$ cat config.mk
export PLATFORM = sky130hd
export DESIGN_NAME = sys1_input_cond
export DESIGN_NICKNAME = d
export VERILOG_FILES = /design/src/rtl/sys1_input_cond.sv
export SDC_FILE = /design/constraint.sdc
export NUM_CORES = 1
export LEC_CHECK = 0
export ABC_AREA = 1
export BUFFER_PORTS_ARGS = -buffer_cell sky130_fd_sc_hd__buf_4
export CORE_MARGIN = 2
export CORE_UTILIZATION = 63
export DETAILED_ROUTE_END_ITERATION = 16
export GPL_ROUTABILITY_DRIVEN = 0
export PLACE_DENSITY = 0.86
export SLEW_MARGIN = 10
export SYNTH_ARGS = -nofsm -noshare
export SYNTH_HDL_FRONTEND = slang
export SYNTH_SLANG_ARGS = --single-unit
$ cat constraint.sdc
create_clock -name clk -period 3.45 [get_ports clk]
set_clock_uncertainty 0.2 [all_clocks]
set_input_delay 0.69 -clock clk [delete_from_list [all_inputs] [get_ports clk]]
set_output_delay 0.69 -clock clk [all_outputs]
set_load 0.05 [all_outputs]
$ cat src/rtl/sys1_input_cond.sv
// sys1_input_cond: button debounce, coin pulse shaping, cabinet input mapping, user pause and RGB dimming.
// Optional macro SYS1_PAUSE_INPUT_FREEZE_EN: while paused, input bytes read idle and the coin FSM holds.
module sys1_input_cond #(
    parameter int unsigned DB_CYCLES   = 48000,
    parameter int unsigned COIN_FRAMES = 3,
    parameter int unsigned DIM_CYCLES  = 480000000
) (
    input  logic        clk,
    input  logic        reset_n,
    input  logic [15:0] joy,
    input  logic [7:0]  spin,
    input  logic [2:0]  mouse_btn,
    input  logic [7:0]  sysmode,
    input  logic        vs,
    input  logic        hs_pause,
    input  logic [7:0]  rgb_in,
    output logic [7:0]  inp0,
    output logic [7:0]  inp1,
    output logic [7:0]  inp2,
    output logic        pause,
    output logic [7:0]  rgb_out
);

    localparam int unsigned NB   = 4;
    localparam int unsigned DB_W = $clog2(DB_CYCLES + 1);
    localparam int unsigned FC_W = $clog2(COIN_FRAMES + 1);
    localparam logic [DB_W-1:0] DB_LAST = DB_W'(DB_CYCLES - 1);
    localparam logic [FC_W-1:0] FC_LAST = FC_W'(COIN_FRAMES - 1);
    localparam logic [31:0]     DIM_MAX = 32'(DIM_CYCLES);

    typedef enum logic [1:0] {S_IDLE, S_HIGH, S_GAP, S_WAIT} coin_state_e;

    logic [NB-1:0]   raw_c;
    logic [NB-1:0]   db_q, db_d;
    logic [DB_W-1:0] cnt_q [NB];
    logic [DB_W-1:0] cnt_d [NB];
    logic            vs_q, tick_q;
    logic            coin_prev_q, pz_prev_q;
    logic            coin_rise_c, pause_rise_c;
    coin_state_e     state_q, state_d;
    logic [FC_W-1:0] fcnt_q, fcnt_d;
    logic            hold_c, coin_c, t_c;
    logic            tog_q, tog_d, pause_q;
    logic [31:0]     tim_q, tim_d;
    logic [7:0]      inp01_q, inp01_d, inp2_q, inp2_d, rgb_q, rgb_d;
    logic            unused_c;

    // Debounced button order: [0] coin, [1] start1, [2] start2, [3] pause
    assign raw_c    = {joy[12], joy[10], joy[9], joy[11]};
    assign unused_c = ^{joy[15:13], sysmode[7:6], sysmode[4], sysmode[2:0]};

    always_comb begin
        db_d = db_q;
        for (int i = 0; i < NB; i++) begin
            cnt_d[i] = '0;
            if (raw_c[i] != db_q[i]) begin
                if (cnt_q[i] == DB_LAST) begin
                    db_d[i] = ~db_q[i];
                end else begin
                    cnt_d[i] = cnt_q[i] + DB_W'(1);
                end
            end
        end
    end

    assign coin_rise_c  = db_q[0] & ~coin_prev_q;
    assign pause_rise_c = db_q[3] & ~pz_prev_q;

`ifdef SYS1_PAUSE_INPUT_FREEZE_EN
    assign hold_c = pause_q;
`else
    assign hold_c = 1'b0;
`endif

    // Coin pulse: COIN_FRAMES ticks high, COIN_FRAMES ticks low, then wait for release
    always_comb begin
        state_d = state_q;
        fcnt_d  = fcnt_q;
        if (!hold_c) begin
            case (state_q)
                S_IDLE: begin
                    if (coin_rise_c) begin
                        state_d = S_HIGH;
                        fcnt_d  = '0;
                    end
                end
                S_HIGH, S_GAP: begin
                    if (tick_q) begin
                        if (fcnt_q == FC_LAST) begin
                            state_d = (state_q == S_HIGH) ? S_GAP : S_WAIT;
                            fcnt_d  = '0;
                        end else begin
                            fcnt_d = fcnt_q + FC_W'(1);
                        end
                    end
                end
                S_WAIT: begin
                    if (!db_q[0]) state_d = S_IDLE;
                end
                default: state_d = S_IDLE;
            endcase
        end
    end

    assign coin_c = (state_q == S_HIGH);
    assign t_c    = joy[4] | (|mouse_btn);

    always_comb begin
        if (sysmode[5]) begin
            inp01_d = ~spin;
            inp2_d  = ~{t_c, t_c, db_q[2], db_q[1], 3'b000, coin_c};
        end else if (sysmode[3]) begin
            inp01_d = ~{joy[1], joy[0], joy[3], joy[2], joy[5], joy[4], joy[7], joy[6]};
            inp2_d  = ~{joy[8], joy[8], db_q[2], db_q[1], 3'b000, coin_c};
        end else begin
            inp01_d = ~{joy[1], joy[0], joy[3], joy[2], 1'b0, joy[5], joy[4], joy[6]};
            inp2_d  = ~{2'b00, db_q[2], db_q[1], 3'b000, coin_c};
        end
`ifdef SYS1_PAUSE_INPUT_FREEZE_EN
        if (pause_q) begin
            inp01_d = 8'hFF;
            inp2_d  = 8'hFF;
        end
`endif
    end

    // User pause toggle, saturating dim timer and half-brightness RGB
    always_comb begin
        tog_d = tog_q ^ pause_rise_c;
        tim_d = '0;
        if (tog_q) tim_d = (tim_q == DIM_MAX) ? tim_q : tim_q + 32'd1;
        if (tog_q && (tim_q == DIM_MAX)) begin
            rgb_d = {1'b0, rgb_in[7:6], 1'b0, rgb_in[4:3], 1'b0, rgb_in[1]};
        end else begin
            rgb_d = rgb_in;
        end
    end

    always_ff @(posedge clk) begin
        if (!reset_n) begin
            db_q        <= '0;
            for (int i = 0; i < NB; i++) cnt_q[i] <= '0;
            vs_q        <= 1'b0;
            tick_q      <= 1'b0;
            coin_prev_q <= 1'b0;
            pz_prev_q   <= 1'b0;
            state_q     <= S_IDLE;
            fcnt_q      <= '0;
            tog_q       <= 1'b0;
            tim_q       <= '0;
            pause_q     <= 1'b0;
            inp01_q     <= 8'hFF;
            inp2_q      <= 8'hFF;
            rgb_q       <= '0;
        end else begin
            db_q        <= db_d;
            for (int i = 0; i < NB; i++) cnt_q[i] <= cnt_d[i];
            vs_q        <= vs;
            tick_q      <= vs & ~vs_q;
            coin_prev_q <= db_q[0];
            pz_prev_q   <= db_q[3];
            state_q     <= state_d;
            fcnt_q      <= fcnt_d;
            tog_q       <= tog_d;
            tim_q       <= tim_d;
            pause_q     <= tog_q | hs_pause;
            inp01_q     <= inp01_d;
            inp2_q      <= inp2_d;
            rgb_q       <= rgb_d;
        end
    end

    assign inp0    = inp01_q;
    assign inp1    = inp01_q;
    assign inp2    = inp2_q;
    assign pause   = pause_q;
    assign rgb_out = rgb_q;

endmodule
* After elaboration in Yosys (flattened, before gate mapping) *
Memory sizes are Yosys's and may differ from the RTL's.
Cells that the tools add are included.

word-level totals
  register bits after elaboration = 70
  bits in latches = 0
  RAM bits = 64
  memory bits (read-only) = 0
  input port bits = 47
  output and inout port bits = 33
  memories kept = 1

memory list
  memory  words  width  rd ports  clocked after memory_dff  write ports  RTL line  RTL
  cnt_q   4      16     4         0                         4            35        logic [DB_W-1:0] cnt_q [NB];

operators by class
  add/subtract/negate cells = 6
  multiply operators = 0
  divide/modulo/power cells = 0
  $lt $le $gt $ge = 0
  eq/ne operators = 17
  shift-type cells = 0
  muxes and demuxes = 29
  bitwise logic cells = 24
  reduce and logical (&&, ||, !) cells = 13

operators by type and width
  cell                     number
  $mux W16                 12
  $add A16 B1 Y16 const B  4
  $eq A16 B16 Y1 const B   4
  $not A8 Y8               5
  $add A32 B1 Y32 const B  1
  $eq A32 B29 Y1 const B   1
  $mux W8                  4
  $mux W2                  7
  $reduce_and A2 Y1        5
  $ne A2 B2 Y1 const B     4
  $not A1 Y1               8
  $not A6 Y8               1
  $mux W7                  1
  $eq A2 B2 Y1 const B     3
  $or A1 B1 Y1             6
  $pmux W2 S3              1
  $ne A1 B1 Y1             4
  $pmux W2 S2              1
  $reduce_and A4 Y1        1
  $reduce_or A2 Y1         2
  $and A1 B1 Y1            3
  $mux W1                  3
  $reduce_and A3 Y1        1
  $reduce_or A3 Y1         1
  6 further kinds          6

* Longest topological paths before layout *
  word-level depth = 5
  mapped depth = 12
  gate-level depth less buffers = 11

* Least setup slack after synthesis *
No wires, ideal clock.

  kind = register to output
  from = reg inp01_q[0] (netlist: inp0[0])
  to = out inp1[0]
  data arrival time = 0.894 ns
  required time = 2.560 ns
  path slack = 1.666 ns
  cell stages (with the launch flop) = 2
  buffers on the path = 1
  path through = dfxtp_1 > buf_4

RTL lines
  what                    RTL line  RTL
  from (decl)             45        logic [7:0] inp01_q, inp01_d, inp2_q, inp2_d, rgb_q, rgb_d;
  from (signal assigned)  167       inp01_q <= inp01_d;
  to (decl)               18        output logic [7:0] inp1,

No word-level cell between the ends.

* Worst setup path in the final report *
  from = reg tog_q
  to = reg tim_q[8]

on the way
  longest elaborated chain between the ends = 1

ends and longest elaborated chain
  what                                RTL line  RTL
  from (decl)                         43        logic tog_q, tog_d, pause_q;
  from (signal assigned)              164       tog_q <= tog_d;
  $reduce_and A2 Y1 (no source line)  n/a
  to (signal assigned)                165       tim_q <= tim_d;
  to (decl)                           44        logic [31:0] tim_q, tim_d;

Every way passes these cells.
A chain may end at the register's enable or synchronous reset.

==> qor.yml <==
setup_path:
  end_kind: "flop"
  worstPathArrival_ps: 2330
  required_ps: 3710
  start_kind: "flop"
  worstSetupPathType: "flop to flop"
  critPathMaxFanout: 19
sta:
  fin_ws_ps: 1380
  fin_hold_ws_ps: 132
  fmax_mhz: 484
  tightest_slew_ps: 535
  rsz0062_at_grt: "no"
  post-route-min-period_ps: 2070
  relSlewSlack_pct: 64.2
  slew_violations: 0
  setup_viol_count_final: 0
  setup_tns_ps: 0
  final-hold-violation-count: 0
  period_share_pct: 59.9
finish:
  nets: 1027
  area_growth_pct: 18.5
  drive_above_1_share_pct: 14.0
  final_area_sq_um: 7500
  finalNonFillerCells: 1117
  diodes: 0
  num-fill-cells: 732
  final_core_util_pct: 76.7
logic_synthesis:
  synth_cell_types: 40
  synth.yosys.seq_area_share_pct: 41.1
  synth_warnings: 0
  syn_area_per_cell_sq_um: 6.98
  ys_ff_latch: 130
  synth_area_sq_um: 6330
  synthCells: 907
route:
  route.detailed.drc: 0
  vias_per_cell: 5.28
  drt-pass1-iter-count: 5
  drt-total-wl_microns: 14200
  vias: 5897
  drtIter0Drc: 306
  antenna_left: 0
  routedWlPerCell_microns: 12.7
clock_network:
  cts-htree-levels: 4
  clockBufferDepth: 2
  cts-root-buf: "clkbuf_8"
  clk_latency_ps: 530
  cts_resized: 0
  cts_tree: "built"
  cts-buffers-inserted: 17
  path_clk_slew_ps: 60
  postCtsSetupRepairBufs: 0
  clkSinkCount: 130
  hold_buffers: 0
place:
  dpl_cell_area_sq_um: 6840
  portBuffers: 67
  pre_cts_ws_ps: 1240
  dp_hpwl_microns: 9890
  post-place-cells: 1085
die:
  die_w_microns: 104
  rows: 36
  fp.dieH_microns: 104
  start_util_pct: 64.7
  coreArea_sq_um: 9770
  io_pins: 80
  die_area_sq_um: 10900
flow_run:
  drv_cap: 0
grt:
  grt_max_degree: 20
  grt.total_usage_pct: 26.9
  grt_overflow_total: 0
  grt_pass1_vias: 5420
  grt_pass1_wl_microns: 23900
  antenna_found_initial: 0
outcome:
  outcome: "finished, final reports clean"
pwr:
  total_power_mw: 3.74
  p_leak_nw: 2.80
  ir_drop_mv: 0.372
  p_per_area_nw_per_um2: 499
worst_hold_path:
  hold_class: "input pin to flop"
==> cells in the final DEF (no fill, tap or decap), types with 7 or more instances in the layout <==
master / netlist / layout
nor3b_1: 8 / 8
nor3_1: 26 / 26
nor2_1: 171 / 171
clkbuf_16: 0 / 16
or2_2: 7 / 7
ha_1: 9 / 9
o21ai_0: 29 / 29
dfxtp_1: 130 / 130
buf_4: 15 / 68
nor2_2: 10 / 10
nand2_1: 193 / 193
a21oi_1: 64 / 64
xnor2_1: 9 / 9
nand4_1: 17 / 17
nand3_1: 55 / 55
inv_1: 96 / 96
xor2_1: 13 / 13
==> worst paths after layout <==
kind	end	cells past startpoint	from	slack, ps
max	tim_q[8]	4	tog_q	1380
min	inp0[3]	2	spin[3]	130
max reg2reg	tim_q[8]	4	tog_q	1380
min reg2reg	tick_q	1	vs_q	210
==> critical path, cell delays in order (launching register included) <==
cell     delay, ps
dfxtp_1        630
nand2_2        380
inv_1          470
o21ai_0        170
a21oi_1        140
==> power by group <==
part | internal, mW | switching [mW] | total (mW)
sequential | 1.52 | 0.0104 | 1.53
combinational | 0.0679 | 0.136 | 0.204
clock | 1.34 | 0.668 | 2.01
total | 2.93 | 0.815 | 3.74
==> state kept, by name, summed over array words and instances, names as in the netlist, 2 cells and up <==
signal and count:
inp2 4, cnt_q 64, tim_q 32, state_q 2, db_q 4, rgb_out 8
fcnt_q 2, inp0 8
==> cell families (layout without fill, tap and decap cells) <==
group / after synthesis / count (layout) / share of synthesized area [%]
DFF: 130 / 130 / 41.1
muxes: 1 / 1 / 0.158
buffers and inverters: 124 / 199 / 8.66
AOI/OAI and AO/OA: 104 / 104 / 8.76
other: 1 / 3 / 0.0593
adders and majority gates: 9 / 9 / 1.78
and+or+nand+nor: 516 / 516 / 36.4
xor gates and xnor gates: 22 / 22 / 3.05
==> synthesized netlist by cell type (all sizes together) <==
master	instances	area share [%]
nor3	29	2.6
clkbuf	2	0.12
nor3b	9	1.1
conb	1	0.059
nand3b	7	1.0
xor2	13	1.8
o21a	3	0.36
o41ai	1	0.14
dfxtp	130	41
a21oi	64	5.1
buf	23	2.7
mux2i	1	0.16
nor2	185	12
nand2	200	12
o211ai	4	0.47
xnor2	9	1.2
nand4	17	1.7
nand3	57	4.7
o21ai	31	2.6
or2	10	0.99
inv	99	5.9
and3	2	0.20
ha	9	1.8
a31oi	1	0.099
==> layer usage <==
layer | GRT usage (%) | share of wire, % | wire length [microns]
met3 | 5.83 | 5.9 | 838
met4 | 11.3 | 1.7 | 239
met5 | 0 | 0 | 0
met1 | 32.6 | 44 | 6190
met2 | 46.2 | 49 | 6940
==> cell type report <==
type | count | area, sq um | area share, %
well taps | 133 | 166 | 2.22
clock buffers | 19 | 432 | 5.76
inverters | 99 | 372 | 4.96
multi-input cells | 655 | 3180 | 42.5
repair buffers | 68 | 510 | 6.81
flip-flops and latches | 130 | 2600 | 34.7
clock inverters | 13 | 231 | 3.09
No activity file was read; power rests on OpenSTA's default activity.
